`config.mk`:
```
export PLATFORM = sky130hd
export DESIGN_NAME = nibble_serial_subtractor
export DESIGN_NICKNAME = d
export VERILOG_FILES = /design/src/rtl/nibble_serial_subtractor.sv
export SDC_FILE = /design/constraint.sdc
export NUM_CORES = 1
export LEC_CHECK = 0
export ABC_AREA = 1
export BUFFER_PORTS_ARGS = -buffer_cell sky130_fd_sc_hd__buf_2
export CORE_MARGIN = 2
export CORE_UTILIZATION = 54
export CTS_CLUSTER_DIAMETER = 150
export DETAILED_ROUTE_END_ITERATION = 16
export GPL_TIMING_DRIVEN = 0
export PLACE_DENSITY = 0.75
export SLEW_MARGIN = 5
export SYNTH_ARGS = -nofsm -noshare
export SYNTH_HDL_FRONTEND = slang
export SYNTH_SLANG_ARGS = --single-unit
export TNS_END_PERCENT = 100
```
`constraint.sdc`:
```
create_clock -name clk_i -period 3.2 [get_ports clk_i]
set_clock_uncertainty 0.2 [all_clocks]
set_input_delay 0.16 -clock clk_i [delete_from_list [all_inputs] [get_ports clk_i]]
set_output_delay 0.16 -clock clk_i [all_outputs]
set_load 0.05 [all_outputs]
```
`src/rtl/nibble_serial_subtractor.sv`:
```
// Nibble-serial A - B - bin with per-nibble carry select and valid/ready on both sides.
// Define SUBTRACTOR_OVF_EN to compute signed overflow; otherwise ovf_o is tied low.
module nibble_serial_subtractor #(
    parameter int unsigned WIDTH = 16
) (
    input  logic             clk_i,
    input  logic             rst_i,
    input  logic             in_valid_i,
    output logic             in_ready_o,
    input  logic [WIDTH-1:0] a_i,
    input  logic [WIDTH-1:0] b_i,
    input  logic             bin_i,
    output logic             out_valid_o,
    input  logic             out_ready_i,
    output logic [WIDTH-1:0] diff_o,
    output logic             bout_o,
    output logic             ovf_o
);

    localparam int unsigned NIB  = WIDTH / 4;
    localparam int unsigned IdxW = (NIB > 1) ? $clog2(NIB) : 1;

    typedef enum logic [1:0] {StIdle, StRun, StDone} state_e;

    state_e            state_q, state_d;
    logic [IdxW-1:0]   idx_q, idx_d;
    logic [WIDTH-1:0]  a_q, a_d;
    logic [WIDTH-1:0]  nb_q, nb_d;
    logic              carry_q, carry_d;
    logic [WIDTH-1:0]  diff_q, diff_d;
    logic              bout_q, bout_d;

    logic [3:0] nib_a, nib_nb;
    logic [4:0] sum0, sum1, nib_sel;
    logic       last_nib;

    // Both candidate sums are formed in parallel; the registered carry only drives the mux.
    assign nib_a    = a_q[idx_q*4 +: 4];
    assign nib_nb   = nb_q[idx_q*4 +: 4];
    assign sum0     = {1'b0, nib_a} + {1'b0, nib_nb};
    assign sum1     = {1'b0, nib_a} + {1'b0, nib_nb} + 5'd1;
    assign nib_sel  = carry_q ? sum1 : sum0;
    assign last_nib = (idx_q == IdxW'(NIB - 1));

`ifdef SUBTRACTOR_OVF_EN
    logic ovf_q, ovf_d;
    // nb_q holds ~b, so equal MSBs here mean the operand signs differ.
    assign ovf_d = (state_q == StRun && last_nib)
                   ? ((a_q[WIDTH-1] == nb_q[WIDTH-1]) && (nib_sel[3] != a_q[WIDTH-1]))
                   : ovf_q;
    assign ovf_o = ovf_q;
`else
    assign ovf_o = 1'b0;
`endif

    always_comb begin
        state_d     = state_q;
        idx_d       = idx_q;
        a_d         = a_q;
        nb_d        = nb_q;
        carry_d     = carry_q;
        diff_d      = diff_q;
        bout_d      = bout_q;
        in_ready_o  = (state_q == StIdle);
        out_valid_o = (state_q == StDone);
        unique case (state_q)
            StIdle: begin
                if (in_valid_i) begin
                    a_d     = a_i;
                    nb_d    = ~b_i;
                    carry_d = ~bin_i;
                    idx_d   = '0;
                    state_d = StRun;
                end
            end
            StRun: begin
                diff_d[idx_q*4 +: 4] = nib_sel[3:0];
                carry_d              = nib_sel[4];
                if (last_nib) begin
                    bout_d  = ~nib_sel[4];
                    state_d = StDone;
                end else begin
                    idx_d = idx_q + IdxW'(1);
                end
            end
            StDone: begin
                if (out_ready_i) begin
                    state_d = StIdle;
                end
            end
            default: state_d = StIdle;
        endcase
    end

    always_ff @(posedge clk_i or posedge rst_i) begin
        if (rst_i) begin
            state_q <= StIdle;
            idx_q   <= '0;
            a_q     <= '0;
            nb_q    <= '0;
            carry_q <= 1'b0;
            diff_q  <= '0;
            bout_q  <= 1'b0;
        end else begin
            state_q <= state_d;
            idx_q   <= idx_d;
            a_q     <= a_d;
            nb_q    <= nb_d;
            carry_q <= carry_d;
            diff_q  <= diff_d;
            bout_q  <= bout_d;
        end
    end

`ifdef SUBTRACTOR_OVF_EN
    always_ff @(posedge clk_i or posedge rst_i) begin
        if (rst_i) begin
            ovf_q <= 1'b0;
        end else begin
            ovf_q <= ovf_d;
        end
    end
`endif

    assign diff_o = diff_q;
    assign bout_o = bout_q;

endmodule

```
==> Word-level counts from Yosys, hierarchy flattened <==
Index checks and enable logic that the tools add are counted.
{ "word_totals": {"regBits": 54, "in_bits": 37} }
{ "op_classes": {"n_eq_ne": 7, "n_bitwise": 3, "n_reduce_logical": 7, "muxes": 11, "add_sub_neg": 4, "shifts": 4} }
{ "op_table": {"columns": ["operator", "count"], "rows": [
  ["$neg 4->34", 1],
  ["$shift 4x34->16 const A", 1],
  ["$shiftx 4x34->16", 1],
  ["$shiftx 16x5->4", 2],
  ["$bwmux 16", 1],
  ["$not 16->16", 1],
  ["$mux 2", 5],
  ["$ne 2x2->1 const B", 3],
  ["$pmux 2 s3", 1],
  ["$reduce_and 2->1", 3],
  ["$reduce_and 3->1", 2],
  ["$add 4x4->5", 1],
  ["$add 5x1->5 const B", 1],
  ["$mux 5", 1],
  ["$eq 2x2->1 const B", 2],
  ["$pmux 2 s2", 1],
  ["$add 2x1->2 const B", 1],
  ["$eq 2x1->1 const B", 1],
  ["$logic_not 2->1", 1],
  ["$ne 2x1->1 const B", 1],
  ["$not 1->1", 2],
  ["$pmux 1 s2", 1],
  ["$reduce_bool 2->1", 1],
  ["$mux 1", 1]
]} }

==> Longest topological paths before layout <==
Gate-level depths: netlist of the first run.
{ "depth": {"depth_word": 6, "depth_mapped": 16, "mapped_depth_nobuf": 15} }

==> Worst setup path before layout of the first run <==
OpenSTA, ideal clock, no wires.
{ "synth_timing": {"path_type": "reg-to-reg", "from": "register idx_q[0]", "to": "register diff_q[5] (netlist: diff_o[5])", "setup_ns": 0.076, "required_time_ns": 2.924, "period_less_slack_ns": 2.760, "t_arrival_ns": 2.484, "slack_ns": 0.440, "stages_incl_launch_ff": 16, "n_path_buf": 1, "cell_sequence": "dfrtp_1 inv_2 buf_2 nor2_1 o22ai_1 ha_1 inv_1 fa_1 inv_1 ha_1 nand2_1 o21ai_0 inv_1 nor2_1 nand2_1 o21ai_1"} }
{ "synth_via": {"elab_chain_len": 6, "elab_cells_between_ends": 9, "cone_classes": "add/sub (3); shift (4); mux (2)"} }
{ "synth_lines": {"columns": ["item", "line_no", "source"], "rows": [
  ["start, declared", "26", "logic [IdxW-1:0] idx_q, idx_d;"],
  ["start signal, assigned", "106", "idx_q <= idx_d;"],
  ["$shiftx 16x5->4 (on tied branches)", "38, 39", null],
  ["$add 4x4->5", "40, 41", null],
  ["$add 5x1->5", "41", "assign sum1 = {1'b0, nib_a} + {1'b0, nib_nb} + 5'd1;"],
  ["$mux 5", "42", "assign nib_sel = carry_q ? sum1 : sum0;"],
  ["$shiftx 4x34->16", "77", "diff_d[idx_q*4 +: 4] = nib_sel[3:0];"],
  ["$bwmux 16 *", "77", null],
  ["end signal, assigned", "110", "diff_q <= diff_d;"],
  ["end, declared", "30", "logic [WIDTH-1:0] diff_q, diff_d;"]
]} }
Mark *: on every way between the ends. The rest lies on a longest branch, timed or not.
A chain may end at the register's enable or synchronous reset.

==> Final worst setup path of the first run <==
{ "layout_timing": {"from": "register idx_q[0]", "to": "register diff_q[13] (netlist: diff_o[13])"} }
Same word-level chain as after synthesis.

==> results.py, run 1 <==
metrics = {
    "run_status": {
        "status": "completed",
    },
    "synth": {
        "synth_edf_count": 0,
        "synth_area_leaders": "dfrtp_1, nand2_1, o21ai_0",
        "ys_seq_elements": 54,
        "ys_seq_area_frac": 0.492,
        "ys_types": 30,
        "synthesis.nets": 348,
        "netlist.area_leader.share": 0.492,
        "syn_area_mm2": 0.00274,
        "ys_top_cells_by_count": "nand2_1, dfrtp_1, o21ai_0",
        "synthCells": 299,
        "ys_async_sr_fraction": 1.00,
        "synth_area_per_cell_um2": 9.18,
        "synth_top_area_cell": "dfrtp_1",
        "synth_warnings": 0,
        "synth_top_flop_cell": "dfrtp_1",
        "synth_most_common_cell": "nand2_1",
    },
    "clocking": {
        "ctsRootBufferMaster": "clkbuf_8",
        "cts_tree": "done",
        "worstSkewPairLatency_ns": 0.31,
        "cts_buffers": 5,
        "h-tree-depth": 2,
        "cts_buffer_depth": 2,
        "clkSinkCount": 54,
        "clkTransAtPathRegs_ns": 0.10,
    },
    "layout": {
        "final_nets": 453,
        "antennaDiodeCount": 0,
        "fill_cells": 363,
        "area_growth_pct": 34.0,
        "drive_gt1_frac": 0.275,
    },
    "routing": {
        "drc": 0,
        "dr_total_vias": 2461,
        "drt_wl_total_mm": 6.38,
        "antenna_left": 0,
        "wl_per_cell_um": 13.6,
        "viasPerCell": 5.23,
        "first_iter_violations": 149,
        "first_pass_iters": 4,
    },
    "global_route": {
        "grt_pass1_wl_mm": 10.9,
        "grt_antenna_before_repair": 0,
        "grt_usage": 0.254,
        "grt_pass1_vias": 2414,
        "grt-ovfl-total": 0,
        "grt_start_max_net_pins": 36,
    },
    "pwr": {
        "share_comb_of_total_power": 0.602,
        "powerDensity_mw_per_mm2": 1130,
        "leakagePower_nw": 1.91,
        "power_frac_clock": 0.112,
        "power_mw": 4.14,
        "switching_share": 0.476,
        "vdd_drop_max_mv": 0.575,
        "power_switching_mw": 1.97,
        "p_int_mw": 2.17,
        "power_frac_seq": 0.285,
    },
    "place": {
        "routabilityCongestion": 0.834,
        "portBuffers": 55,
        "place_hpwl_mm": 4.29,
    },
    "floorplan": {
        "start_util": 0.570,
        "fp.dieH_um": 75.3,
        "io_pins": 57,
        "fp.dieW_um": 75.3,
        "num_rows": 25,
        "die-area_mm2": 0.00567,
        "core_mm2": 0.00482,
    },
    "setup_path": {
        "reg2reg_slack_ns": 0.23,
        "r2r_end": "diff_o[13]$_DFFE_PP0P_",
        "reg2reg_from": "idx_q[0]$_DFFE_PP0P_",
        "crit_end": "diff_o[13]$_DFFE_PP0P_",
        "crit_fanout": 10,
        "cp-end-kind": "flip-flop",
        "critPathRequiredTime_ns": 3.24,
        "crit_arrival_ns": 3.01,
        "worst-setup-path-type": "flip-flop to flip-flop",
        "cp-start-kind": "flip-flop",
        "r2r_cells": 14,
        "worstSetupStartpoint": "idx_q[0]$_DFFE_PP0P_",
    },
    "sta": {
        "fmax_mhz": 336,
        "min_period_over_period": 0.929,
        "final_max_slew_viol_count": 0,
        "period_needed_ns": 2.97,
        "hold_viol": 0,
        "setup_viol": 0,
        "fin_tns_setup_ns": 0,
    },
    "run": {
        "max_cap_violations": 0,
    },
    "hold_path": {
        "min_path_type": "input port to async pin",
    },
}
## worst min-delay path by stage
stage | cells after the start | start | to
floorplan | 1 | out_ready_i | state_q[1]$_DFFE_PP0P_
global placement | 2 | b_i[3] | nb_q[3]$_DFFE_PP0P_
detailed placement | 2 | rst_i | a_q[15]$_DFFE_PP0P_
CTS | 3 | rst_i | state_q[1]$_DFFE_PP0P_
global route | 3 | rst_i | diff_o[0]$_DFFE_PP0P_
finish | 3 | rst_i | a_q[15]$_DFFE_PP0P_
## power by group through the flow
stage,logic (mW),clock network (mW),registers (mW)
2_1_floorplan,1.59,0,1.40
3_3_place_gp,2.27,0,1.18
3_5_place_dp,2.35,0,1.18
4_1_cts,2.40,0.466,1.18
5_1_grt,2.82,0.499,1.22
6_report,2.49,0.465,1.18
## cell type report
cell class              count  area [µm²]  area share
clock inverters             1        30.0     0.00817
plain buffers              12        91.3      0.0248
repair buffers             98         701       0.191
multi-input cells         206        1230       0.334
well taps                  67        83.8      0.0228
clock buffers               6        82.6      0.0225
inverters                  27         108      0.0293
flip-flops and latches     54        1350       0.368
## stage by stage
step | cells | util | cell area [µm²] | hold slack, ns | setup WS (ns)
floorplan | 299 | - | 2740 | 0.0565 | 0.440
global placement | 421 | 0.644 | 3100 | 0.150 | -0.000142
detailed placement | 422 | 0.648 | 3120 | -0.0158 | -0.0985
CTS | 465 | 0.748 | 3600 | 0.200 | 0.0333
global route | 471 | 0.763 | 3680 | 0.225 | -0.00134
finish | 471 | 0.763 | 3680 | 0.180 | 0.227
## state kept, by name, summed over array words and instances, names as in the netlist
| signal | cells |
|---|---|
| a_q | 16 |
| diff_o | 16 |
| nb_q | 16 |
| idx_q | 2 |
| state_q | 2 |
| bout_o | 1 |
| carry_q | 1 |
## timing repair
action                                 in CTS  in global routing
resized for setup                           4                 10
hold buffers                               36                  0
setup endpoints to repair                   3                  5
endpoints found under the hold margin      54                  0
buffers inserted                            0                  6
## placed cells by master (no fill, tap or decap), drive strengths merged
cell type	count
buf	72
nand2	66
dfrtp	54
o21ai	52
dlygate4sd3	36
inv	25
nor2	25
nand3	15
mux2	15
ha	11
clkbuf	8
o22ai	6
a21oi	5
nand4	3
o31ai	2
clkinv	2
a32oi	2
xor2	1
nor3	1
fa	1
conb	1
bufinv	1
## kinds of logic after synthesis
kind of cell             count (synthesis)  synth area share
AND/OR/NAND/NOR                        110             0.169
buffers and inverters                   39            0.0652
flip-flops                              54             0.492
AO/OA/AOI/OAI                           67             0.131
XOR/XNOR                                 1           0.00319
adder cells (fa/ha/maj)                 12            0.0575
multiplexers                            15            0.0807
other                                    1           0.00137
## critical path: stages, from the launching register on
cell and delay, ns:
dfrtp_2 0.48, clkbuf_4 0.24, o21ai_0 0.10, o22ai_1 0.18, ha_2 0.22, inv_1 0.05
fa_1 0.52, inv_1 0.07, ha_1 0.27, nand2_1 0.04, o21ai_0 0.08, inv_1 0.10
nor2_2 0.12, nand2_1 0.09, o21ai_1 0.14
## per-layer routing
layer  up-vias  routed length [µm]  GRT usage
met5         -                   0          0
met4         0                  77     0.0604
met3         8                 344     0.0415
met2        73                3190      0.444
met1      1177                2770      0.330
li1       1203                   -          -
(Power assumes the default switching activity.)
==> run 2, diff against run 1 <==
--- a/config.mk
+++ b/config.mk
@@ -8,13 +8,12 @@
 export ABC_AREA = 1
 export BUFFER_PORTS_ARGS = -buffer_cell sky130_fd_sc_hd__buf_2
 export CORE_MARGIN = 2
-export CORE_UTILIZATION = 54
+export CORE_UTILIZATION = 33
 export CTS_CLUSTER_DIAMETER = 150
 export DETAILED_ROUTE_END_ITERATION = 16
 export GPL_TIMING_DRIVEN = 0
-export PLACE_DENSITY = 0.75
+export PLACE_DENSITY = 0.49
 export SLEW_MARGIN = 5
 export SYNTH_ARGS = -nofsm -noshare
 export SYNTH_HDL_FRONTEND = slang
 export SYNTH_SLANG_ARGS = --single-unit
-export TNS_END_PERCENT = 100
==> run 2 against run 1 <==
Compared with the run above:
- combinational power about the same
- final area up 1.8%
- highest routed layer unchanged
- critical path depth did not move
- worst setup slack got worse by 0.028 ns
- count of clock-buffer cells in the layout unchanged
- die area increased by 60%
==> results.py, run 2 (synthesis gave the netlist of run 1 again) <==
metrics = {
    "routing": {
        "drc": 0,
        "drt_wl_total_mm": 6.61,
        "first_pass_iters": 4,
        "antenna_left": 0,
        "wl_per_cell_um": 13.0,
        "dr_total_vias": 2365,
        "viasPerCell": 4.64,
        "first_iter_violations": 88,
    },
    "run": {
        "max_cap_violations": 0,
    },
    "floorplan": {
        "io_pins": 57,
        "start_util": 0.337,
        "fp.dieW_um": 95.2,
        "die-area_mm2": 0.00906,
        "fp.dieH_um": 95.2,
        "core_mm2": 0.00813,
        "num_rows": 33,
    },
    "clocking": {
        "cts_buffers": 5,
        "ctsRootBufferMaster": "clkbuf_8",
        "clkSinkCount": 54,
        "cts_tree": "done",
        "clkTransAtPathRegs_ns": 0.10,
        "h-tree-depth": 2,
        "cts_buffer_depth": 2,
        "worstSkewPairLatency_ns": 0.31,
    },
    "global_route": {
        "grt_usage": 0.156,
        "grt-ovfl-total": 0,
        "grt_pass1_wl_mm": 11.0,
        "grt_pass1_vias": 2332,
        "grt.busiest_layer": "met2",
        "grt_antenna_before_repair": 0,
        "globalRouteMet2Util": 0.271,
        "grt_start_max_net_pins": 29,
        "gr-usage-met3": 0.0261,
        "met1_usage": 0.204,
    },
    "run_status": {
        "status": "completed",
    },
    "setup_path": {
        "path_cells": "buf_2, o21ai_0, o22ai_2, ha_2, inv_1, fa_1, inv_1, ha_1, nand2_1, o21ai_0, inv_1, nor2_2, nand2_1, o21ai_1",
        "crit_arrival_ns": 3.05,
        "crit_fanout": 10,
        "worst-setup-path-type": "flip-flop to flip-flop",
        "critPathRequiredTime_ns": 3.25,
        "cp-end-kind": "flip-flop",
        "slowest_delay_ns": 0.51,
        "cp-start-kind": "flip-flop",
        "cpMostUsedCell": "inv_1",
        "r2r_cells": 14,
        "critPathSlowestCell": "fa_1",
    },
    "sta": {
        "final_max_slew_viol_count": 0,
        "min_period_over_period": 0.938,
        "fmax_mhz": 333,
        "max-slew-margin-rel": 0.606,
        "setup_viol": 0,
        "grt_setup_unrepaired": "false",
        "hold_viol": 0,
        "period_needed_ns": 3.00,
        "tightest_slew_ns": 0.590,
    },
    "layout": {
        "drive_gt1_frac": 0.274,
        "mostFrequentLayoutCells": "nand2_1, buf_2, dfrtp_1",
        "antennaDiodeCount": 0,
        "multi_input_area_mm2": 0.00122,
        "fill_cells": 819,
        "area_growth_pct": 36.4,
        "seqCellArea_mm2": 0.00135,
        "final_area_mm2": 0.00374,
        "final_common_cell": "nand2_1",
        "final_nets": 453,
    },
    "place": {
        "place_hpwl_mm": 4.78,
        "dpl_cell_area_mm2": 0.00317,
        "portBuffers": 55,
        "routabilityCongestion": 0.865,
    },
    "pwr": {
        "leakagePower_nw": 1.92,
        "vdd_drop_max_mv": 0.360,
        "power_mw": 4.21,
        "powerDensity_mw_per_mm2": 1130,
    },
    "hold_path": {
        "min_path_type": "input port to async pin",
    },
}
run 2: changes by cell type in the layout (fill, tap and decap cells not counted):
cell       previous run  this run
a32oi_1               1         2
a32oi_2               1         0
buf_2                59        60
buf_4                 8         9
buf_6                 4         3
bufinv_16             1         2
clkbuf_4              1         0
clkinv_4              1         0
inv_1                22        23
inv_2                 3         2
inv_4                 0         1
o22ai_1               6         5
o22ai_2               0         1
run 2: critical path: cells and delay by family, from the launching register on:
kind | cells | cell delay (ns)
simple gates | 3 | 0.27
buf+inv | 4 | 0.48
compound gates | 4 | 0.51
flops | 1 | 0.48
fa+ha+maj | 3 | 1.00
run 2: final cells by class:
cell class,count,area share
clock inverter,2,0.0160
inverter,27,0.0281
multi-input combinational,206,0.327
tap,105,0.0351
timing repair buffer,98,0.187
sequential,54,0.362
buffer,12,0.0227
clock buffer,6,0.0221
run 2: repair_timing:
item,CTS,global route
setup buffers,0,6
pin swaps,0,1
endpoints found under the hold margin,61,0
hold buffers,36,0
setup endpoints to repair,5,3
gates resized for setup,5,4
run 2: final timing paths:
| kind | slack, ns | endpoint | startpoint |
|---|---|---|---|
| worst max-delay path | 0.20 | diff_o[13]$_DFFE_PP0P_ | idx_q[0]$_DFFE_PP0P_ |
| worst min-delay path | 0.25 | diff_o[2]$_DFFE_PP0P_ | rst_i |
| worst max register to register | 0.20 | diff_o[13]$_DFFE_PP0P_ | idx_q[0]$_DFFE_PP0P_ |
| worst min register to register | 0.29 | nb_q[7]$_DFFE_PP0P_ | nb_q[7]$_DFFE_PP0P_ |
| max in group asynchronous | 1.98 | idx_q[0]$_DFFE_PP0P_ | rst_i |
| min in group clk_i | 0.29 | nb_q[7]$_DFFE_PP0P_ | nb_q[7]$_DFFE_PP0P_ |
run 2: per-stage QoR:
step / hold slack, ns / setup slack, ns / TNS (ns) / util / std cells
4_1_cts: 0.265 / 0.0175 / 0 / 0.453 / 504
3_3_place_gp: 0.152 / -0.110 / -0.214 / 0.387 / 459
2_1_floorplan: 0.0565 / 0.440 / 0 / - / 299
6_report: 0.250 / 0.199 / 0 / 0.460 / 510
5_1_grt: 0.314 / 0.00281 / 0 / 0.460 / 510
3_5_place_dp: 0.0619 / -0.147 / -0.349 / 0.390 / 460
run 2: metal layers:
metal  wire length (µm)  share of wire  vias to the layer above
met2               3230           0.49                       49
met5                  0              0                        -
met4                 59         0.0089                        0
met1               3100           0.47                     1107
met3                222          0.034                        7
li1                   -              -                     1202
run 2: power by group:
part           switching [mW]  internal, mW
clock                   0.228         0.334
combinational            1.56         0.915
sequential              0.192         0.988
total                    1.98          2.24
==> run 3, diff against run 2 <==
--- a/config.mk
+++ b/config.mk
@@ -7,6 +7,7 @@
 export LEC_CHECK = 0
 export ABC_AREA = 1
 export BUFFER_PORTS_ARGS = -buffer_cell sky130_fd_sc_hd__buf_2
+export CORE_ASPECT_RATIO = 0.6
 export CORE_MARGIN = 2
 export CORE_UTILIZATION = 33
 export CTS_CLUSTER_DIAMETER = 150
==> run 3 against run 2 <==
Compared with the run above:
- worst setup slack lost 0.027 ns
- critical path depth grew 1
- largest power group unchanged
- sequential power is essentially flat
- non-clock buffer count shrank 2
- final area is essentially flat
- flip-flop and latch count is the same
- largest cell class unchanged
- worst hold slack lost 0.21 ns
- register-to-register slack lost 0.03 ns
==> results.py, run 3 (synthesis gave the netlist of run 1 again) <==
metrics = {
    "sta": {
        "hold_viol": 0,
        "min_period_over_period": 0.946,
        "fin_tns_setup_ns": 0,
        "max-slew-margin-rel": 0.473,
        "whs_ns": 0.0360,
        "setup_viol": 0,
        "tightest_slew_ns": 0.789,
        "fmax_mhz": 330,
        "final_max_slew_viol_count": 0,
        "period_needed_ns": 3.03,
    },
    "setup_path": {
        "worstSetupStartpoint": "idx_q[1]$_DFFE_PP0P_",
        "worst-setup-path-type": "flip-flop to flip-flop",
        "reg2reg_from": "idx_q[1]$_DFFE_PP0P_",
        "critPathRequiredTime_ns": 3.22,
        "crit_arrival_ns": 3.05,
        "cp-end-kind": "flip-flop",
        "crit_fanout": 7,
        "cp-start-kind": "flip-flop",
    },
    "clocking": {
        "worstSkewPairLatency_ns": 0.29,
        "cts_buffer_depth": 2,
        "cts_tree": "done",
        "h-tree-depth": 2,
        "clkSinkCount": 54,
        "cts_buffers": 5,
        "clkTransAtPathRegs_ns": 0.07,
        "ctsRootBufferMaster": "clkbuf_16",
    },
    "routing": {
        "viasPerCell": 4.64,
        "first_iter_violations": 93,
        "wl_per_cell_um": 14.4,
        "drt_wl_total_mm": 7.36,
        "antenna_left": 0,
        "dr_total_vias": 2368,
        "drc": 0,
        "first_pass_iters": 4,
    },
    "layout": {
        "final_common_cell": "nand2_1",
        "drive_gt1_frac": 0.274,
        "area_growth_pct": 36.5,
        "mostFrequentLayoutCells": "nand2_1, buf_2, dfrtp_1",
        "fill_cells": 787,
        "final_area_mm2": 0.00374,
        "final_nets": 451,
        "antennaDiodeCount": 0,
    },
    "floorplan": {
        "io_pins": 57,
        "fp.dieW_um": 122,
        "start_util": 0.344,
        "die-area_mm2": 0.00908,
        "core_mm2": 0.00798,
        "fp.dieH_um": 74.6,
        "num_rows": 25,
    },
    "place": {
        "place_hpwl_mm": 5.14,
        "routabilityCongestion": 0.794,
        "portBuffers": 55,
        "dpl_cell_area_mm2": 0.00318,
    },
    "run_status": {
        "status": "completed",
    },
    "global_route": {
        "grt-ovfl-total": 0,
        "grt_pass1_vias": 2395,
        "grt_start_max_net_pins": 35,
        "grt_antenna_before_repair": 0,
        "grt_usage": 0.176,
        "grt_pass1_wl_mm": 12.0,
    },
    "pwr": {
        "vdd_drop_max_mv": 0.398,
        "powerDensity_mw_per_mm2": 1160,
        "leakagePower_nw": 1.91,
    },
    "hold_path": {
        "min_from": "in_valid_i",
        "min_path_type": "input port to flip-flop",
    },
    "run": {
        "max_cap_violations": 0,
    },
}
## run 3: cell types whose count changed in the layout (fill, tap and decap cells not counted), sizes merged
cell / delta
bufinv: -2
buf: -1
dlygate4sd3: -1
clkbuf: +1
## run 3: layout make-up
class	instances	area, µm²	share of cell area
Buffer	12	91.3	0.0244
Clock buffer	7	133	0.0354
Inverter	27	108	0.0287
Multi-Input combinational cell	206	1230	0.329
Sequential cell	54	1350	0.362
Tap cell	108	135	0.0361
Timing Repair Buffer	96	691	0.184
## run 3: path summary, 6_finish.rpt
| kind | slack (ns) | depth (start not counted) | endpoint |
|---|---|---|---|
| max | 0.17 | 15 | diff_o[13]$_DFFE_PP0P_ |
| min | 0.04 | 3 | state_q[0]$_DFFE_PP0P_ |
| max reg2reg | 0.17 | 15 | diff_o[13]$_DFFE_PP0P_ |
| min reg2reg | 0.28 | 2 | diff_o[7]$_DFFE_PP0P_ |
| max in group asynchronous | 1.86 | 4 | nb_q[15]$_DFFE_PP0P_ |
| min in group asynchronous | 0.37 | 3 | bout_o$_DFFE_PP0P_ |
## run 3: repair_timing
item | CTS | global route
hold buffers | 35 | 0
endpoints found under the setup margin | 13 | 8
endpoints found under the hold margin | 67 | 0
buffers inserted | 2 | 3
resized for setup | 6 | 10
pin swaps | 0 | 3
## run 3: report_power, final
group	switching, mW	leakage, nW	internal (mW)
registers	0.199	0.679	0.990
logic	1.67	1.17	0.964
clock network	0.237	0.0640	0.287
## run 3: routing by layer
| metal | wire, µm | vias to the layer above | GRT usage |
|---|---|---|---|
| met5 | 0 | - | 0 |
| met4 | 67 | 0 | 0.0383 |
| met3 | 380 | 8 | 0.0424 |
| met2 | 2930 | 59 | 0.262 |
| met1 | 3980 | 1104 | 0.261 |
| li1 | - | 1197 | - |
## run 3: critical path, stage by stage, from the launching register on
cell,delay [ns]
dfrtp_2,0.45
buf_4,0.15
buf_4,0.11
o21ai_0,0.10
o22ai_2,0.23
ha_2,0.22
inv_1,0.05
fa_1,0.53
inv_1,0.08
ha_1,0.28
nand2_1,0.05
o21ai_0,0.07
inv_1,0.09
nor2_2,0.12
nand2_2,0.08
o21ai_1,0.14
## run 3: stage by stage
stage	utilization	instances	setup WS (ns)	power, mW
after floorplan	-	299	0.440	2.99
after global placement	0.395	462	-0.268	3.58
after detailed placement	0.399	463	-0.254	3.62
after CTS	0.463	507	0.0152	4.23
after global routing	0.469	510	-0.0373	4.72
final	0.469	510	0.172	4.34
